## src/rtl/result_sig_capture_pkg.sv

```systemverilog
// Shared types and helpers for the result signature capture stage.
// Latency: n/a (types and pure functions only).
// Backpressure: n/a.
package result_sig_capture_pkg;

  localparam int          SIG_W    = 32;
  localparam logic [31:0] DEF_POLY = 32'h04C1_1DB7;

  typedef logic [SIG_W-1:0] sig_t;
  typedef logic [15:0]      cnt_t;

  // XOR of the four 32-bit words of a 128-bit result vector.
  function automatic sig_t fold_words(input logic [127:0] d);
    return d[31:0] ^ d[63:32] ^ d[95:64] ^ d[127:96];
  endfunction

  // One signature step: shift left, apply feedback on MSB, mix in word.
  function automatic sig_t sig_step(input sig_t s, input sig_t word, input sig_t poly);
    return {s[SIG_W-2:0], 1'b0} ^ (s[SIG_W-1] ? poly : '0) ^ word;
  endfunction

endpackage

```

## src/rtl/result_sig_fifo.sv

```systemverilog
// Flop-array FIFO with occupancy counter, full/empty and synchronous flush.
// Latency: one cycle from push to head; no bypass.
// Backpressure: full blocks push; pop on empty is ignored; flush discards both.
module result_sig_fifo #(
  parameter int WIDTH = 128,
  parameter int DEPTH = 4
) (
  input  logic             clk,
  input  logic             rst_n,
  input  logic             flush,
  input  logic             push,
  input  logic [WIDTH-1:0] push_data,
  input  logic             pop,
  output logic [WIDTH-1:0] pop_data,
  output logic             full,
  output logic             empty
);

  localparam int AW = $clog2(DEPTH);

  logic [WIDTH-1:0] mem [DEPTH];
  logic [AW-1:0]    wr_ptr;
  logic [AW-1:0]    rd_ptr;
  logic [AW:0]      occ;
  logic             do_push;
  logic             do_pop;

  assign full     = (occ == (AW+1)'(DEPTH));
  assign empty    = (occ == '0);
  assign do_push  = push && !flush && !full;
  assign do_pop   = pop && !flush && !empty;
  // Head reads as zero when empty so the output is clean after reset/flush.
  assign pop_data = empty ? '0 : mem[rd_ptr];

  // Pointer and occupancy bookkeeping; flush returns to the empty state.
  always_ff @(posedge clk or negedge rst_n) begin
    if (!rst_n) begin
      wr_ptr <= '0;
      rd_ptr <= '0;
      occ    <= '0;
    end else if (flush) begin
      wr_ptr <= '0;
      rd_ptr <= '0;
      occ    <= '0;
    end else begin
      if (do_push) wr_ptr <= wr_ptr + 1'b1;
      if (do_pop)  rd_ptr <= rd_ptr + 1'b1;
      case ({do_push, do_pop})
        2'b10:   occ <= occ + 1'b1;
        2'b01:   occ <= occ - 1'b1;
        default: occ <= occ;
      endcase
    end
  end

  // Storage array; contents are only observed through non-empty head reads.
  always_ff @(posedge clk) begin
    if (do_push) mem[wr_ptr] <= push_data;
  end

endmodule

```

## src/rtl/result_sig_capture.sv

```systemverilog
// Buffers result vectors and folds each accepted one into a 32-bit signature.
// Latency: accepted in cycle N, visible at out_data in cycle N+1.
// Backpressure: in_ready = !full && !flush; independent of same-cycle out_ready.
// Optional X/Z checking on accepted data is enabled by RESULT_SIG_CAPTURE_XCHK_EN.
module result_sig_capture
  import result_sig_capture_pkg::*;
#(
  parameter int          WIDTH     = 128,
  parameter int          DEPTH     = 4,
  parameter int          USED_BITS = 16,
  parameter logic [31:0] POLY      = DEF_POLY
) (
  input  logic             clk,
  input  logic             rst_n,
  input  logic             in_valid,
  output logic             in_ready,
  input  logic [WIDTH-1:0] in_data,
  input  logic             flush,
  output logic             out_valid,
  input  logic             out_ready,
  output logic [WIDTH-1:0] out_data,
  output logic [31:0]      sig,
  output logic [15:0]      count,
  output logic             hi_err,
  output logic             x_seen
);

  logic full;
  logic empty;
  logic push;
  logic pop;
  sig_t fold_w;

  assign in_ready  = !full && !flush;
  assign out_valid = !empty;
  assign push      = in_valid && in_ready;
  assign pop       = out_valid && out_ready && !flush;

  result_sig_fifo #(
    .WIDTH (WIDTH),
    .DEPTH (DEPTH)
  ) u_fifo (
    .clk       (clk),
    .rst_n     (rst_n),
    .flush     (flush),
    .push      (push),
    .push_data (in_data),
    .pop       (pop),
    .pop_data  (out_data),
    .full      (full),
    .empty     (empty)
  );

  // Width-generic fold: XOR of every 32-bit word of the incoming vector.
  always_comb begin
    fold_w = '0;
    for (int i = 0; i < WIDTH/32; i++) begin
      fold_w = fold_w ^ in_data[i*32 +: 32];
    end
  end

  // Signature, saturating count and sticky high-bit flag advance only on push.
  always_ff @(posedge clk or negedge rst_n) begin
    if (!rst_n) begin
      sig    <= '0;
      count  <= '0;
      hi_err <= 1'b0;
    end else if (flush) begin
      sig    <= '0;
      count  <= '0;
      hi_err <= 1'b0;
    end else if (push) begin
      sig    <= sig_step(sig, fold_w, POLY);
      if (count != 16'hFFFF) count <= count + 1'b1;
      hi_err <= hi_err | (|in_data[WIDTH-1:USED_BITS]);
    end
  end

`ifdef RESULT_SIG_CAPTURE_XCHK_EN
  logic [31:0] cyc_cnt;
  logic        x_seen_q;

  assign x_seen = x_seen_q;

  // Simulation-only X/Z detector on accepted vectors; sig still uses raw data.
  always_ff @(posedge clk or negedge rst_n) begin
    if (!rst_n) begin
      cyc_cnt  <= '0;
      x_seen_q <= 1'b0;
    end else begin
      cyc_cnt <= cyc_cnt + 1'b1;
      if (flush) begin
        x_seen_q <= 1'b0;
      end else if (push && ((^in_data) === 1'bx)) begin
        x_seen_q <= 1'b1;
        $error("result_sig_capture: X/Z on accepted vector, cycle %0d data %h", cyc_cnt, in_data);
      end
    end
  end
`else
  assign x_seen = 1'b0;
`endif

endmodule

```

## config.mk

```make
export PLATFORM = sky130hd
export DESIGN_NAME = result_sig_capture
export DESIGN_NICKNAME = d
export VERILOG_FILES = /design/src/rtl/result_sig_capture_pkg.sv /design/src/rtl/result_sig_fifo.sv /design/src/rtl/result_sig_capture.sv
export SDC_FILE = /design/constraint.sdc
export NUM_CORES = 1
export LEC_CHECK = 0
export BUFFER_PORTS_ARGS = -buffer_cell sky130_fd_sc_hd__buf_2
export CAP_MARGIN = 20
export CORE_UTILIZATION = 45
export CTS_CLUSTER_SIZE = 14
export DETAILED_ROUTE_END_ITERATION = 8
export PLACE_DENSITY = 0.7
export SLEW_MARGIN = 20
export SYNTH_ARGS = -nofsm -noshare
export SYNTH_HDL_FRONTEND = slang
export SYNTH_SLANG_ARGS = --single-unit
export TNS_END_PERCENT = 30
```

## constraint.sdc

```tcl
create_clock -name clk -period 5.7 [get_ports clk]
set_input_delay 0.57 -clock clk [delete_from_list [all_inputs] [get_ports clk]]
set_output_delay 0.57 -clock clk [all_outputs]
set_load 0.1 [all_outputs]
```

==> results of run 1 <==
==> layer usage <==
metal | track usage [%] | wire, µm | vias to the layer above
met2 | 33.19 | 27440 | 501
met4 | 6.685 | 1318 | 0
met1 | 30.73 | 23930 | 6786
met3 | 3.594 | 3827 | 80
li1 | - | - | 5595
met5 | 0 | 0 | -
==> state kept, by name (all words and copies together), names as in the netlist <==
name,flops
u_fifo.mem,512
u_fifo.wr_ptr,2
sig,32
count,16
u_fifo.occ,3
u_fifo.rd_ptr,2
hi_err,1
==> per-stage QoR <==
stage	area [µm²]	std cells	hold slack, ns	total power (µW)
global route	27690	2330	0.1268	16430
floorplan	23470	1281	0.2744	10990
CTS	27680	2326	0.08749	16060
global placement	25760	2218	0.4972	12230
detailed placement	25760	2218	0.5107	12280
finish	27690	2331	0.07987	15910
==> power by group <==
part	switching (µW)	internal [µW]	total, µW
Combinational	5600	1490	7090
Clock	1580	2210	3780
Sequential	233	4810	5040
==> worst min-delay path by stage <==
stage | start | end | depth (start not counted) | slack, ns
2_1_floorplan | rst_n | count[0] | 0 | 0.27
3_3_place_gp | count[6] | count[6] | 1 | 0.50
3_5_place_dp | count[6] | count[6] | 1 | 0.51
4_1_cts | rst_n | sig[10] | 1 | 0.09
5_1_grt | rst_n | count[11] | 1 | 0.13
6_report | rst_n | sig[29] | 1 | 0.08
==> placed cells by master (no fill, tap or decap), drive strengths merged, types with 3 or more instances in the layout <==
cell type / n
a31oi: 3
clkbuf: 73
diode: 5
buf: 323
nor3: 7
inv: 4
bufinv: 7
nand2b: 5
nor4: 36
dfrtp: 56
nor2: 38
and2: 133
xnor2: 127
nand2: 49
edfxtp: 512
a21oi: 26
nand4: 8
ha: 5
nand3: 9
o21ai: 4
mux4: 128
clkinv: 24
a211oi: 19
xor2: 28
clkinvlp: 3
==> area by class of cell <==
cell class                 count  share of cell area, %
antenna                        5                0.04518
clock buffer                  73                  5.476
clock inverter                35                  1.446
inverter                       3                0.04066
multi-input combinational    644                  23.09
sequential                   568                  60.61
tap                          680                  3.072
timing repair buffer         323                  6.226
==> synthesized netlist by cell type (2+ instances only) <==
library cell,count
a211oi_1,19
a21oi_1,25
a31oi_1,3
and2_1,132
buf_1,10
buf_2,22
buf_4,4
buf_6,2
clkbuf_1,27
dfrtp_1,56
edfxtp_1,512
ha_1,5
inv_1,3
mux4_2,128
nand2_1,48
nand2b_1,4
nand3_1,9
nand4_1,8
nor2_1,38
nor3_1,7
nor4_1,34
o21ai_0,4
or2_2,2
xnor2_1,126
xor2_1,28
==> kinds of logic (layout without fill, tap and decap cells) <==
logic type,after synthesis,after routing,synth area share [%]
compound gates,60,60,1.679
xor+xnor,155,155,5.816
fa+ha+maj,6,6,0.3518
buf+inv,69,434,1.354
flops,568,568,71.47
mux,129,129,12.32
other cells,1,6,0.01598
simple gates,293,293,6.988
==> critical path: stages (launching register included) <==
cell and delay [ns]:
dfrtp_4 1.00, buf_4 0.51, mux4_2 0.55, and2_1 0.24
buf_2 0.32
==> results_tabular.tex, run 1 <==
\begin{tabular}{lr}
\hline
Metric & Value \\
\hline
\multicolumn{2}{l}{\textbf{Status}} \\
\quad Status & finished clean \\
\multicolumn{2}{l}{\textbf{Clocking}} \\
\quad Cell at the root of the clock tree & clkbuf\_16 \\
\quad CTS buffer count & 57 \\
\quad Buffers from clock root to sink, at most & 3 \\
\quad Number of buffers inserted by hold repair at cts & 0 \\
\quad Sinks on the clock net & roughly 570 \\
\quad CTS clock-pin slew for the worst setup and hold paths & approximately 0.06 ns \\
\quad Clock tree from TritonCTS & done \\
\quad Clock latency on the worst-skew pair & 0.62 ns \\
\quad Post-CTS Setup Bufs & 0 \\
\quad Number of cells upsized or downsized after cts & 0 \\
\quad Htree depth & 2 \\
\multicolumn{2}{l}{\textbf{STA}} \\
\quad Worst slew pin tran & 1.030 ns \\
\quad Setup WS post-layout & 1.802 ns \\
\quad Final slew viol count & 0 \\
\quad Count of endpoints failing hold in the final timing report & 0 \\
\quad Post-Route Setup TNS & 0 ns \\
\quad RSZ-0062 raised after global routing & false \\
\quad Final cycle utilization of the critical path & between 60 and 70\% \\
\quad Total setup violations reported at the end of the flow & 0 \\
\quad Achievable clock frequency & around 260 MHz \\
\quad Final critical path time including I/O delays and setup & about 4 ns \\
\quad Max-slew headroom & approximately a third \\
\quad Setup skew after layout & between 0.03 and 0.04 ns \\
\multicolumn{2}{l}{\textbf{Critical path}} \\
\quad Critical Path Start & u\_fifo.rd\_ptr[0] \\
\quad R2r setup slk & approximately 2.2 ns \\
\quad Depth of the most critical reg-to-reg path & 5 \\
\quad Worst reg2reg startpoint & u\_fifo.occ[2] \\
\quad Endpoint type of the worst setup path & output pin \\
\quad Required arrival time at the worst endpoint & about 5.1 ns \\
\quad Crit Path Category & reg2out \\
\quad Reg-to-reg endpoint & u\_fifo.mem[3][13] \\
\quad Crit path DAT & 3.33 ns \\
\quad Crit start category & register \\
\quad Peak fanout along the critical path & 45 \\
\quad Capture point of the worst path & out\_data[58] \\
\multicolumn{2}{l}{\textbf{GRT}} \\
\quad Remaining global-route overflow & 0 \\
\quad All-Layer GR Usage & 21.28\% \\
\quad Antenna violations before repair & 5 \\
\quad Largest net degree at the start of global routing & just under 80 \\
\quad Wire length of the first global-routing pass & 83.46 mm \\
\quad Via count of the first global-routing pass & around 13000 \\
\multicolumn{2}{l}{\textbf{Floorplanning}} \\
\quad Effective utilization at floorplan & 45.66\% \\
\quad Die area & $\sim$0.053 mm² \\
\quad Die width & roughly 230 µm \\
\quad IO Pins & approximately 310 \\
\quad Chip height & 230.4 µm \\
\quad Number of rows created at floorplan & between 80 and 90 \\
\quad Core footprint & 0.05141 mm² \\
\multicolumn{2}{l}{\textbf{Logic synthesis}} \\
\quad Count of different cell masters after synthesis & 50 \\
\quad Post-synth top area share & between 60\% and 70\% \\
\quad Share of flip-flops with an asynchronous set or reset & 9.859\% \\
\quad Sequential fraction of the synthesis area & a little under three quarters \\
\quad Synth Cell Area & 0.02347 mm² \\
\quad Count of state elements after synthesis & around 570 \\
\quad Cell type with the largest total area after synthesis & edfxtp\_1 \\
\quad Syn\_area\_per\_cell & roughly 18 µm² \\
\quad Cells taking the most area after synthesis & edfxtp\_1 (66\%), mux4\_2 (12\%), dfrtp\_1 (6.0\%) \\
\quad Net count of the mapped netlist & between 1000 and 1500 \\
\quad Number of enable flip-flop cells after synthesis & 512 \\
\quad Number of warnings reported in the yosys synthesis log & 0 \\
\quad Most used flip-flop cell after synthesis & edfxtp\_1 \\
\quad Mapped Cells & 1281 \\
\multicolumn{2}{l}{\textbf{Detailed routing}} \\
\quad Length of the first detailed-routing pass in iterations & 7 \\
\quad Via count & between 10000 and 15000 \\
\quad Number of vias per cell after detailed routing & roughly 5.6 \\
\quad Routed wirelength normalized by instance count & around 24 µm \\
\quad Count of antenna-violating nets left after detailed routing & 0 \\
\quad Total detailed-routing wirelength & about 57 mm \\
\quad DR iter-0 viols & about 1000 \\
\quad Drt drc & 0 \\
\multicolumn{2}{l}{\textbf{Power}} \\
\quad Leakage power & $\sim$0.0096 µW \\
\quad Peak VDD IR & 0.0006229 V \\
\quad Power per Cell Area & 574.6 mW/mm² \\
\multicolumn{2}{l}{\textbf{Final layout}} \\
\quad Storage cell area & roughly 0.017 mm² \\
\quad Layout Nets & approximately 1700 \\
\quad Ratio of cells with drive above 1 in the final layout & about a third \\
\quad Area of the multi-input gates & roughly 0.0064 mm² \\
\quad Post-layout utilization of the core & a little over half \\
\quad Post-synthesis to final-layout area growth & 17.98\% \\
\quad \# fillers & between 4000 and 5000 \\
\multicolumn{2}{l}{\textbf{Placed design}} \\
\quad Buffers added on ports & between 300 and 400 \\
\quad Global placement routability congestion & around 0.80 \\
\quad Minimum setup slack after placement & 2.073 ns \\
\quad Half-perimeter wire length after detailed placement & roughly 35 mm \\
\multicolumn{2}{l}{\textbf{Min path}} \\
\quad Type of the most critical hold path & in2async \\
\multicolumn{2}{l}{\textbf{Flow run}} \\
\quad Max-cap violations & 0 \\
\hline
\end{tabular}
Note: power is estimated with default switching activity, not from simulation.
==> run 2: changes to the inputs <==
Settings changed: ABC_AREA from default to 1.
Clock period 5.7 ns to 3.8 ns, I/O delays scaled along.
==> results_tabular.tex, run 2 <==
\begin{tabular}{lr}
\hline
Metric & Value \\
\hline
\multicolumn{2}{l}{\textbf{Placed design}} \\
\quad Cell count after placement & 3062 (+38\%) \\
\quad Global placement routability congestion & 0.8468 (+5.5\%) \\
\quad Half-perimeter wire length after detailed placement & 40.31 mm (+14\%) \\
\quad Cell Area, Placed & 0.02747 mm² (+6.6\%) \\
\quad Buffers added on ports & 311 (unchanged) \\
\multicolumn{2}{l}{\textbf{Floorplanning}} \\
\quad Chip height & 233.0 µm (+1.1\%) \\
\quad Core footprint & 0.05266 mm² (+2.4\%) \\
\quad IO Pins & 313 (unchanged) \\
\quad Number of rows created at floorplan & 84 (+1.2\%) \\
\quad Effective utilization at floorplan & 45.61\% (-0.053 points) \\
\quad Die width & 233.0 µm (+1.1\%) \\
\quad Die area & 0.05430 mm² (+2.3\%) \\
\multicolumn{2}{l}{\textbf{Detailed routing}} \\
\quad Number of vias per cell after detailed routing & 5.354 (-3.7\%) \\
\quad Detailed-routed wire length on met2 & 30.87 mm (+13\%) \\
\quad Drt drc & 0 (unchanged) \\
\quad Routed wire length on met3 & 5.234 mm (+37\%) \\
\quad Count of antenna-violating nets left after detailed routing & 0 (unchanged) \\
\quad DR iter-0 viols & 1399 (+36\%) \\
\quad Total detailed-routing wirelength & 65.09 mm (+15\%) \\
\quad M1 wire length & 27.45 mm (+15\%) \\
\quad Via count & 17187 (+33\%) \\
\quad Top routing layer in use & met5 \\
\quad Length of the first detailed-routing pass in iterations & 7 (unchanged) \\
\quad Routed wirelength normalized by instance count & 20.28 µm (-16\%) \\
\multicolumn{2}{l}{\textbf{Final layout}} \\
\quad Commonest non-fill, non-tap cell in the layout & nor2\_1 \\
\quad Post-layout utilization of the core & 56.59\% (+2.7 points) \\
\quad Storage cell area & 0.01678 mm² (unchanged) \\
\quad Area of the multi-input gates & 0.006507 mm² (+1.8\%) \\
\quad Ratio of cells with drive above 1 in the final layout & 17.94\% (-16 points) \\
\quad Area of all placed cells without fillers & 0.02980 mm² (+7.6\%) \\
\quad Post-synthesis to final-layout area growth & 24.08\% \\
\quad \# fillers & 4241 (+5.3\%) \\
\quad Final cell count without fillers & 3210 (+38\%) \\
\quad Register name with the most flops & u\_fifo.mem \\
\quad Layout Nets & 2611 (+50\%) \\
\quad Flip-flop count of the largest register after layout & 512 (unchanged) \\
\quad Registers with the most flip-flops & u\_fifo.mem x512, sig x32, count x16 \\
\quad Leading cell types in the layout, fill and taps excluded & nor2\_1 (584), edfxtp\_1 (512), o21ai\_0 (295) \\
\multicolumn{2}{l}{\textbf{Status}} \\
\quad Status & finished clean \\
\multicolumn{2}{l}{\textbf{STA}} \\
\quad Worst-case hold slack & 0.02311 ns (-0.05677 ns) \\
\quad Setup skew after layout & 0.02207 ns (-0.008004 ns) \\
\quad Achievable clock frequency & $\sim$280 MHz \\
\quad Max-slew headroom & 41.24\% (+9.9 points) \\
\quad RSZ-0062 raised after global routing & false \\
\quad Final slew viol count & 0 (unchanged) \\
\quad Worst slew pin tran & 0.8814 ns (-0.1483 ns) \\
\quad Post-Route Setup TNS & 0 ns (unchanged) \\
\quad Total setup violations reported at the end of the flow & 0 (unchanged) \\
\quad Count of endpoints failing hold in the final timing report & 0 (unchanged) \\
\quad Final critical path time including I/O delays and setup & approximately 3.6 ns \\
\quad Final cycle utilization of the critical path & between 90\% and 100\% \\
\multicolumn{2}{l}{\textbf{Clocking}} \\
\quad Cell at the root of the clock tree & clkbuf\_16 \\
\quad Buffers from clock root to sink, at most & 3 (unchanged) \\
\quad CTS buffer count & 57 (unchanged) \\
\quad Htree depth & 2 (unchanged) \\
\quad Clock tree from TritonCTS & done \\
\quad CTS clock-pin slew for the worst setup and hold paths & 0.06 ns (about the same) \\
\quad Number of cells upsized or downsized after cts & 0 (unchanged) \\
\quad Clock latency on the worst-skew pair & 0.62 ns (about the same) \\
\quad Sinks on the clock net & 568 (unchanged) \\
\multicolumn{2}{l}{\textbf{Logic synthesis}} \\
\quad Synth top cells by count & nor2\_1 (588), edfxtp\_1 (512), o21ai\_0 (295) \\
\quad Cell type with the largest total area after synthesis & edfxtp\_1 \\
\quad Count of different cell masters after synthesis & 40 (-20\%) \\
\quad Most common cell in the synthesized netlist & nor2\_1 \\
\quad Synth Cell Area & 0.02402 mm² (+2.3\%) \\
\quad Mapped Cells & 2146 (+68\%) \\
\quad Cells taking the most area after synthesis & edfxtp\_1 (64\%), nor2\_1 (9.2\%), o21ai\_0 (6.1\%) \\
\quad Post-synth top area share & 64.02\% (-1.5 points) \\
\quad Number of warnings reported in the yosys synthesis log & 0 (unchanged) \\
\quad Number of enable flip-flop cells after synthesis & 512 (unchanged) \\
\quad Sequential fraction of the synthesis area & 69.86\% (-1.6 points) \\
\quad Count of state elements after synthesis & 568 (unchanged) \\
\quad Share of flip-flops with an asynchronous set or reset & 9.859\% (unchanged) \\
\quad Syn\_area\_per\_cell & 11.19 µm² (-39\%) \\
\quad Most used flip-flop cell after synthesis & edfxtp\_1 \\
\quad Net count of the mapped netlist & 2285 (+61\%) \\
\multicolumn{2}{l}{\textbf{Critical path}} \\
\quad Crit Path Category & reg2out \\
\quad Ordered cell list for the critical path & inv\_6, buf\_4, o21ai\_0, a21oi\_1, buf\_2 \\
\quad Slowest cell delay on critical path & 0.72 ns (-0.28 ns) \\
\quad R2r setup slk & 1.40 ns (-0.77 ns) \\
\quad Highest-delay cell along the critical path & dfrtp\_4 \\
\quad Peak fanout along the critical path & 72 (+60\%) \\
\quad Crit start category & register \\
\quad Endpoint type of the worst setup path & output pin \\
\quad Crit path DAT & 3.21 ns (-0.12 ns) \\
\quad Required arrival time at the worst endpoint & 3.42 ns (-1.71 ns) \\
\multicolumn{2}{l}{\textbf{Power}} \\
\quad Peak VDD IR & 0.0008347 V (+34\%) \\
\quad Power per Cell Area & 913.9 mW/mm² (+59\%) \\
\quad Leakage power & 0.01139 µW (+19\%) \\
\multicolumn{2}{l}{\textbf{Min path}} \\
\quad Type of the most critical hold path & in2reg \\
\multicolumn{2}{l}{\textbf{GRT}} \\
\quad Wire length of the first global-routing pass & 96.25 mm (+15\%) \\
\quad Remaining global-route overflow & 0 (unchanged) \\
\quad All-Layer GR Usage & 23.58\% (+2.3 points) \\
\quad Via count of the first global-routing pass & 15992 (+23\%) \\
\quad Largest net degree at the start of global routing & 91 (+15\%) \\
\quad Antenna violations before repair & 6 (+1) \\
\multicolumn{2}{l}{\textbf{Flow run}} \\
\quad Max-cap violations & 0 (unchanged) \\
\hline
\end{tabular}
run 2: metrics by stage:
stage	total power, µW	setup slack [ns]
after detailed placement	21590	0.7259
after floorplan	17290	-0.8770
after CTS	27340	0.08127
final	27230	0.2113
after global placement	21500	0.7872
after global routing	28120	0.08631
run 2: kinds of logic (layout without fill, tap and decap cells):
group | count (synthesis) | after routing | share of synthesized area (%)
AOI/OAI and AO/OA | 469 | 469 | 9.857
xor gates and xnor gates | 95 | 95 | 3.465
adders and majority gates | 6 | 6 | 0.3439
buffers and inverters | 184 | 558 | 3.173
DFF | 568 | 568 | 69.86
muxes | 1 | 1 | 0.04168
other | 1 | 3 | 0.01561
and+or+nand+nor | 822 | 822 | 13.25
run 2: where the power goes:
group	internal (µW)	leakage, µW	switching, µW	total [µW]
logic	3290	0.00506	10700	14000
registers	7240	0.00539	241	7480
clock network	3360	0.000941	2370	5730
total	13900	0.0114	13300	27200
run 2: metal layers:
layer,GRT usage [%],up-vias
met5,0,-
met4,6.863,10
met3,4.547,89
met2,37.47,715
met1,32.89,8340
li1,-,8033
run 2: critical path: cells and delay by family (launching register included):
kind                   cells  cell delay (ns)
DFF                        1             0.72
AOI/OAI and AO/OA          2             0.42
buffers and inverters      3             1.37
run 2: path summary, 6_finish.rpt:
check / startpoint / cells past startpoint / to
worst max-delay path: u_fifo.rd_ptr[0] / 5 / out_data[38]
worst min-delay path: in_data[91] / 1 / u_fifo.mem[3][91]
worst max register to register: u_fifo.occ[0] / 9 / u_fifo.occ[2]
worst min register to register: sig[4] / 2 / sig[4]
max in group asynchronous: rst_n / 2 / u_fifo.rd_ptr[0]
min in group asynchronous: rst_n / 2 / count[8]
run 2: layout make-up:
| type | instances | share of cell area (%) |
|---|---|---|
| Timing Repair Buffer | 379 | 11.52 |
| Inverter | 72 | 0.9532 |
| Clock buffer | 73 | 5.333 |
| Multi-Input combinational cell | 1394 | 21.84 |
| Antenna cell | 2 | 0.01680 |
| Tap cell | 688 | 2.889 |
| Clock inverter | 34 | 1.121 |
| Sequential cell | 568 | 56.33 |
run 2: what timing repair did:
| action | CTS | global route |
|---|---|---|
| hold buffers | 38 | 0 |
| buffers inserted | 0 | 1 |
| endpoints found under the setup margin | 0 | 26 |
| endpoints found under the hold margin | 198 | 0 |
==> run 3: changes to the inputs <==
Settings changed: CORE_UTILIZATION 45 to 58, PLACE_DENSITY 0.7 to 0.92.
==> results_tabular.tex, run 3 (synthesized netlist as in run 2, its figures left out) <==
\begin{tabular}{lr}
\hline
Metric & Value \\
\hline
\multicolumn{2}{l}{\textbf{Final layout}} \\
\quad Layout Nets & 2574 (-1.4\%) \\
\quad Ratio of cells with drive above 1 in the final layout & 17.62\% (-0.32 points) \\
\quad Flip-flop count of the largest register after layout & 512 (unchanged) \\
\quad Post-synthesis to final-layout area growth & 16.85\% \\
\quad \# fillers & 2684 (-37\%) \\
\quad Commonest non-fill, non-tap cell in the layout & nor2\_1 \\
\quad Leading cell types in the layout, fill and taps excluded & nor2\_1 (584), edfxtp\_1 (512), buf\_2 (311) \\
\quad Register name with the most flops & u\_fifo.mem \\
\quad Registers with the most flip-flops & u\_fifo.mem x512, sig x32, count x16 \\
\multicolumn{2}{l}{\textbf{Detailed routing}} \\
\quad Detailed-routed wire length on met2 & 31.11 mm (+0.79\%) \\
\quad Length of the first detailed-routing pass in iterations & 7 (unchanged) \\
\quad Routed wirelength normalized by instance count & 21.55 µm (+6.3\%) \\
\quad Number of vias per cell after detailed routing & 5.915 (+10\%) \\
\quad Via count & 17888 (+4.1\%) \\
\quad DR iter-0 viols & 1912 (+37\%) \\
\quad Top routing layer in use & met5 \\
\quad Routed wire length on met3 & 6.746 mm (+29\%) \\
\quad Count of antenna-violating nets left after detailed routing & 0 (unchanged) \\
\quad Drt drc & 0 (unchanged) \\
\quad M1 wire length & 24.42 mm (-11\%) \\
\quad Total detailed-routing wirelength & 65.17 mm (+0.11\%) \\
\multicolumn{2}{l}{\textbf{Floorplanning}} \\
\quad Core footprint & 0.04083 mm² (-22\%) \\
\quad Die area & 0.04222 mm² (-22\%) \\
\quad Effective utilization at floorplan & 58.82\% (+13 points) \\
\quad Chip height & 205.5 µm (-12\%) \\
\quad Number of rows created at floorplan & 74 (-12\%) \\
\quad IO Pins & 313 (unchanged) \\
\quad Die width & 205.5 µm (-12\%) \\
\multicolumn{2}{l}{\textbf{Critical path}} \\
\quad Required arrival time at the worst endpoint & 3.42 ns (about the same) \\
\quad Crit path DAT & 3.22 ns (about the same) \\
\quad R2r setup slk & 1.18 ns (-0.22 ns) \\
\quad Peak fanout along the critical path & 51 (-29\%) \\
\quad Crit Path Category & reg2out \\
\quad Crit start category & register \\
\quad Endpoint type of the worst setup path & output pin \\
\multicolumn{2}{l}{\textbf{STA}} \\
\quad Setup WS post-layout & 0.1968 ns (-0.01447 ns) \\
\quad RSZ-0062 raised after global routing & false \\
\quad Total setup violations reported at the end of the flow & 0 (unchanged) \\
\quad Max-slew headroom & 34.65\% (-6.6 points) \\
\quad Final critical path time including I/O delays and setup & 3.603 ns (+0.01447 ns) \\
\quad Worst slew pin tran & 0.9802 ns (+0.09882 ns) \\
\quad Final slew viol count & 0 (unchanged) \\
\quad Post-Route Setup TNS & 0 ns (unchanged) \\
\quad Setup skew after layout & 0.01284 ns (-0.009227 ns) \\
\quad Final cycle utilization of the critical path & 94.82\% (+0.38 points) \\
\quad Achievable clock frequency & 277.5 MHz (-0.40\%) \\
\quad Count of endpoints failing hold in the final timing report & 0 (unchanged) \\
\multicolumn{2}{l}{\textbf{Clocking}} \\
\quad Cell at the root of the clock tree & clkbuf\_16 \\
\quad Post-CTS Setup Bufs & 0 (unchanged) \\
\quad Htree depth & 2 (unchanged) \\
\quad Sinks on the clock net & 568 (unchanged) \\
\quad CTS clock-pin slew for the worst setup and hold paths & 0.07 ns (about the same) \\
\quad Clock latency on the worst-skew pair & 0.60 ns (-0.02 ns) \\
\quad Clock tree from TritonCTS & done \\
\quad Buffers from clock root to sink, at most & 3 (unchanged) \\
\quad CTS buffer count & 55 (-3.5\%) \\
\multicolumn{2}{l}{\textbf{Status}} \\
\quad Status & finished clean \\
\multicolumn{2}{l}{\textbf{Placed design}} \\
\quad Minimum setup slack after placement & 0.7182 ns (-0.007677 ns) \\
\quad Half-perimeter wire length after detailed placement & 40.51 mm (+0.51\%) \\
\quad Buffers added on ports & 311 (unchanged) \\
\quad Global placement routability congestion & 0.8550 (+0.97\%) \\
\multicolumn{2}{l}{\textbf{Min path}} \\
\quad Type of the most critical hold path & in2reg \\
\multicolumn{2}{l}{\textbf{Power}} \\
\quad Peak VDD IR & 0.001407 V (+69\%) \\
\quad Power per Cell Area & 891.7 mW/mm² (-2.4\%) \\
\quad Leakage power & 0.01087 µW (-4.5\%) \\
\multicolumn{2}{l}{\textbf{GRT}} \\
\quad Largest net degree at the start of global routing & 183 (+100\%) \\
\quad Remaining global-route overflow & 0 (unchanged) \\
\quad Via count of the first global-routing pass & 17366 (+8.6\%) \\
\quad All-Layer GR Usage & 30.63\% (+7.1 points) \\
\quad Antenna violations before repair & 15 (+9) \\
\quad Wire length of the first global-routing pass & 96.66 mm (+0.42\%) \\
\multicolumn{2}{l}{\textbf{Flow run}} \\
\quad Max-cap violations & 0 (unchanged) \\
\hline
\end{tabular}
run 3: path summary, 6_finish.rpt:
| kind | startpoint | endpoint | cells after the start |
|---|---|---|---|
| worst max-delay path | u_fifo.rd_ptr[1] | out_data[76] | 6 |
| worst min-delay path | in_data[88] | u_fifo.mem[3][88] | 1 |
| worst max register to register | u_fifo.occ[0] | u_fifo.occ[2] | 9 |
| worst min register to register | sig[7] | sig[7] | 2 |
| max in group asynchronous | rst_n | sig[15] | 3 |
| min in group asynchronous | rst_n | u_fifo.rd_ptr[1] | 2 |
run 3: power by group:
part / internal, µW / leakage, µW / total (µW) / switching (µW)
Clock: 3210 / 0.000883 / 5480 / 2270
Sequential: 7240 / 0.00539 / 7460 / 224
Combinational: 1630 / 0.00460 / 12100 / 10500
Total: 12100 / 0.0109 / 25000 / 12900
run 3: critical path, cell delays in order (launching register included):
cell and delay, ns:
dfrtp_4 0.86, inv_4 0.41, buf_4 0.34, nor2_1 0.13, o21ai_0 0.11, a21oi_1 0.23, buf_2 0.48
run 3: layout make-up:
class	count	area, µm²	area share [%]
repair buffers	344	1983	7.067
flip-flops and latches	568	16780	59.81
diodes	12	30.03	0.1070
inverters	72	281.5	1.003
clock inverters	24	236.5	0.8427
clock buffers	78	1575	5.613
well taps	532	665.6	2.372
multi-input cells	1394	6507	23.19
run 3: per-layer routing:
layer | up-vias | GRT usage [%]
met2 | 1146 | 49.16
met5 | - | 0
met1 | 8584 | 39.72
met4 | 10 | 15.40
li1 | 7970 | -
met3 | 178 | 6.367
run 3: what timing repair did:
item / 4_1_cts / 5_1_grt
endpoints found under the setup margin: 0 / 3
hold endpoints to repair: 36 / 0
gates resized for setup: 0 / 1
hold buffers: 5 / 0
run 3: per-stage QoR:
stage	area, µm²	hold WS, ns	util (%)	total power, µW	cells
floorplan	24030	0.08441	-	17290	2146
global placement	26170	0.4086	64.09	19390	2905
detailed placement	26170	0.4159	64.09	19570	2905
CTS	28030	0.002684	68.65	25000	3012
global route	28050	0.01493	68.69	25720	3018
finish	28060	0.02564	68.73	25020	3024
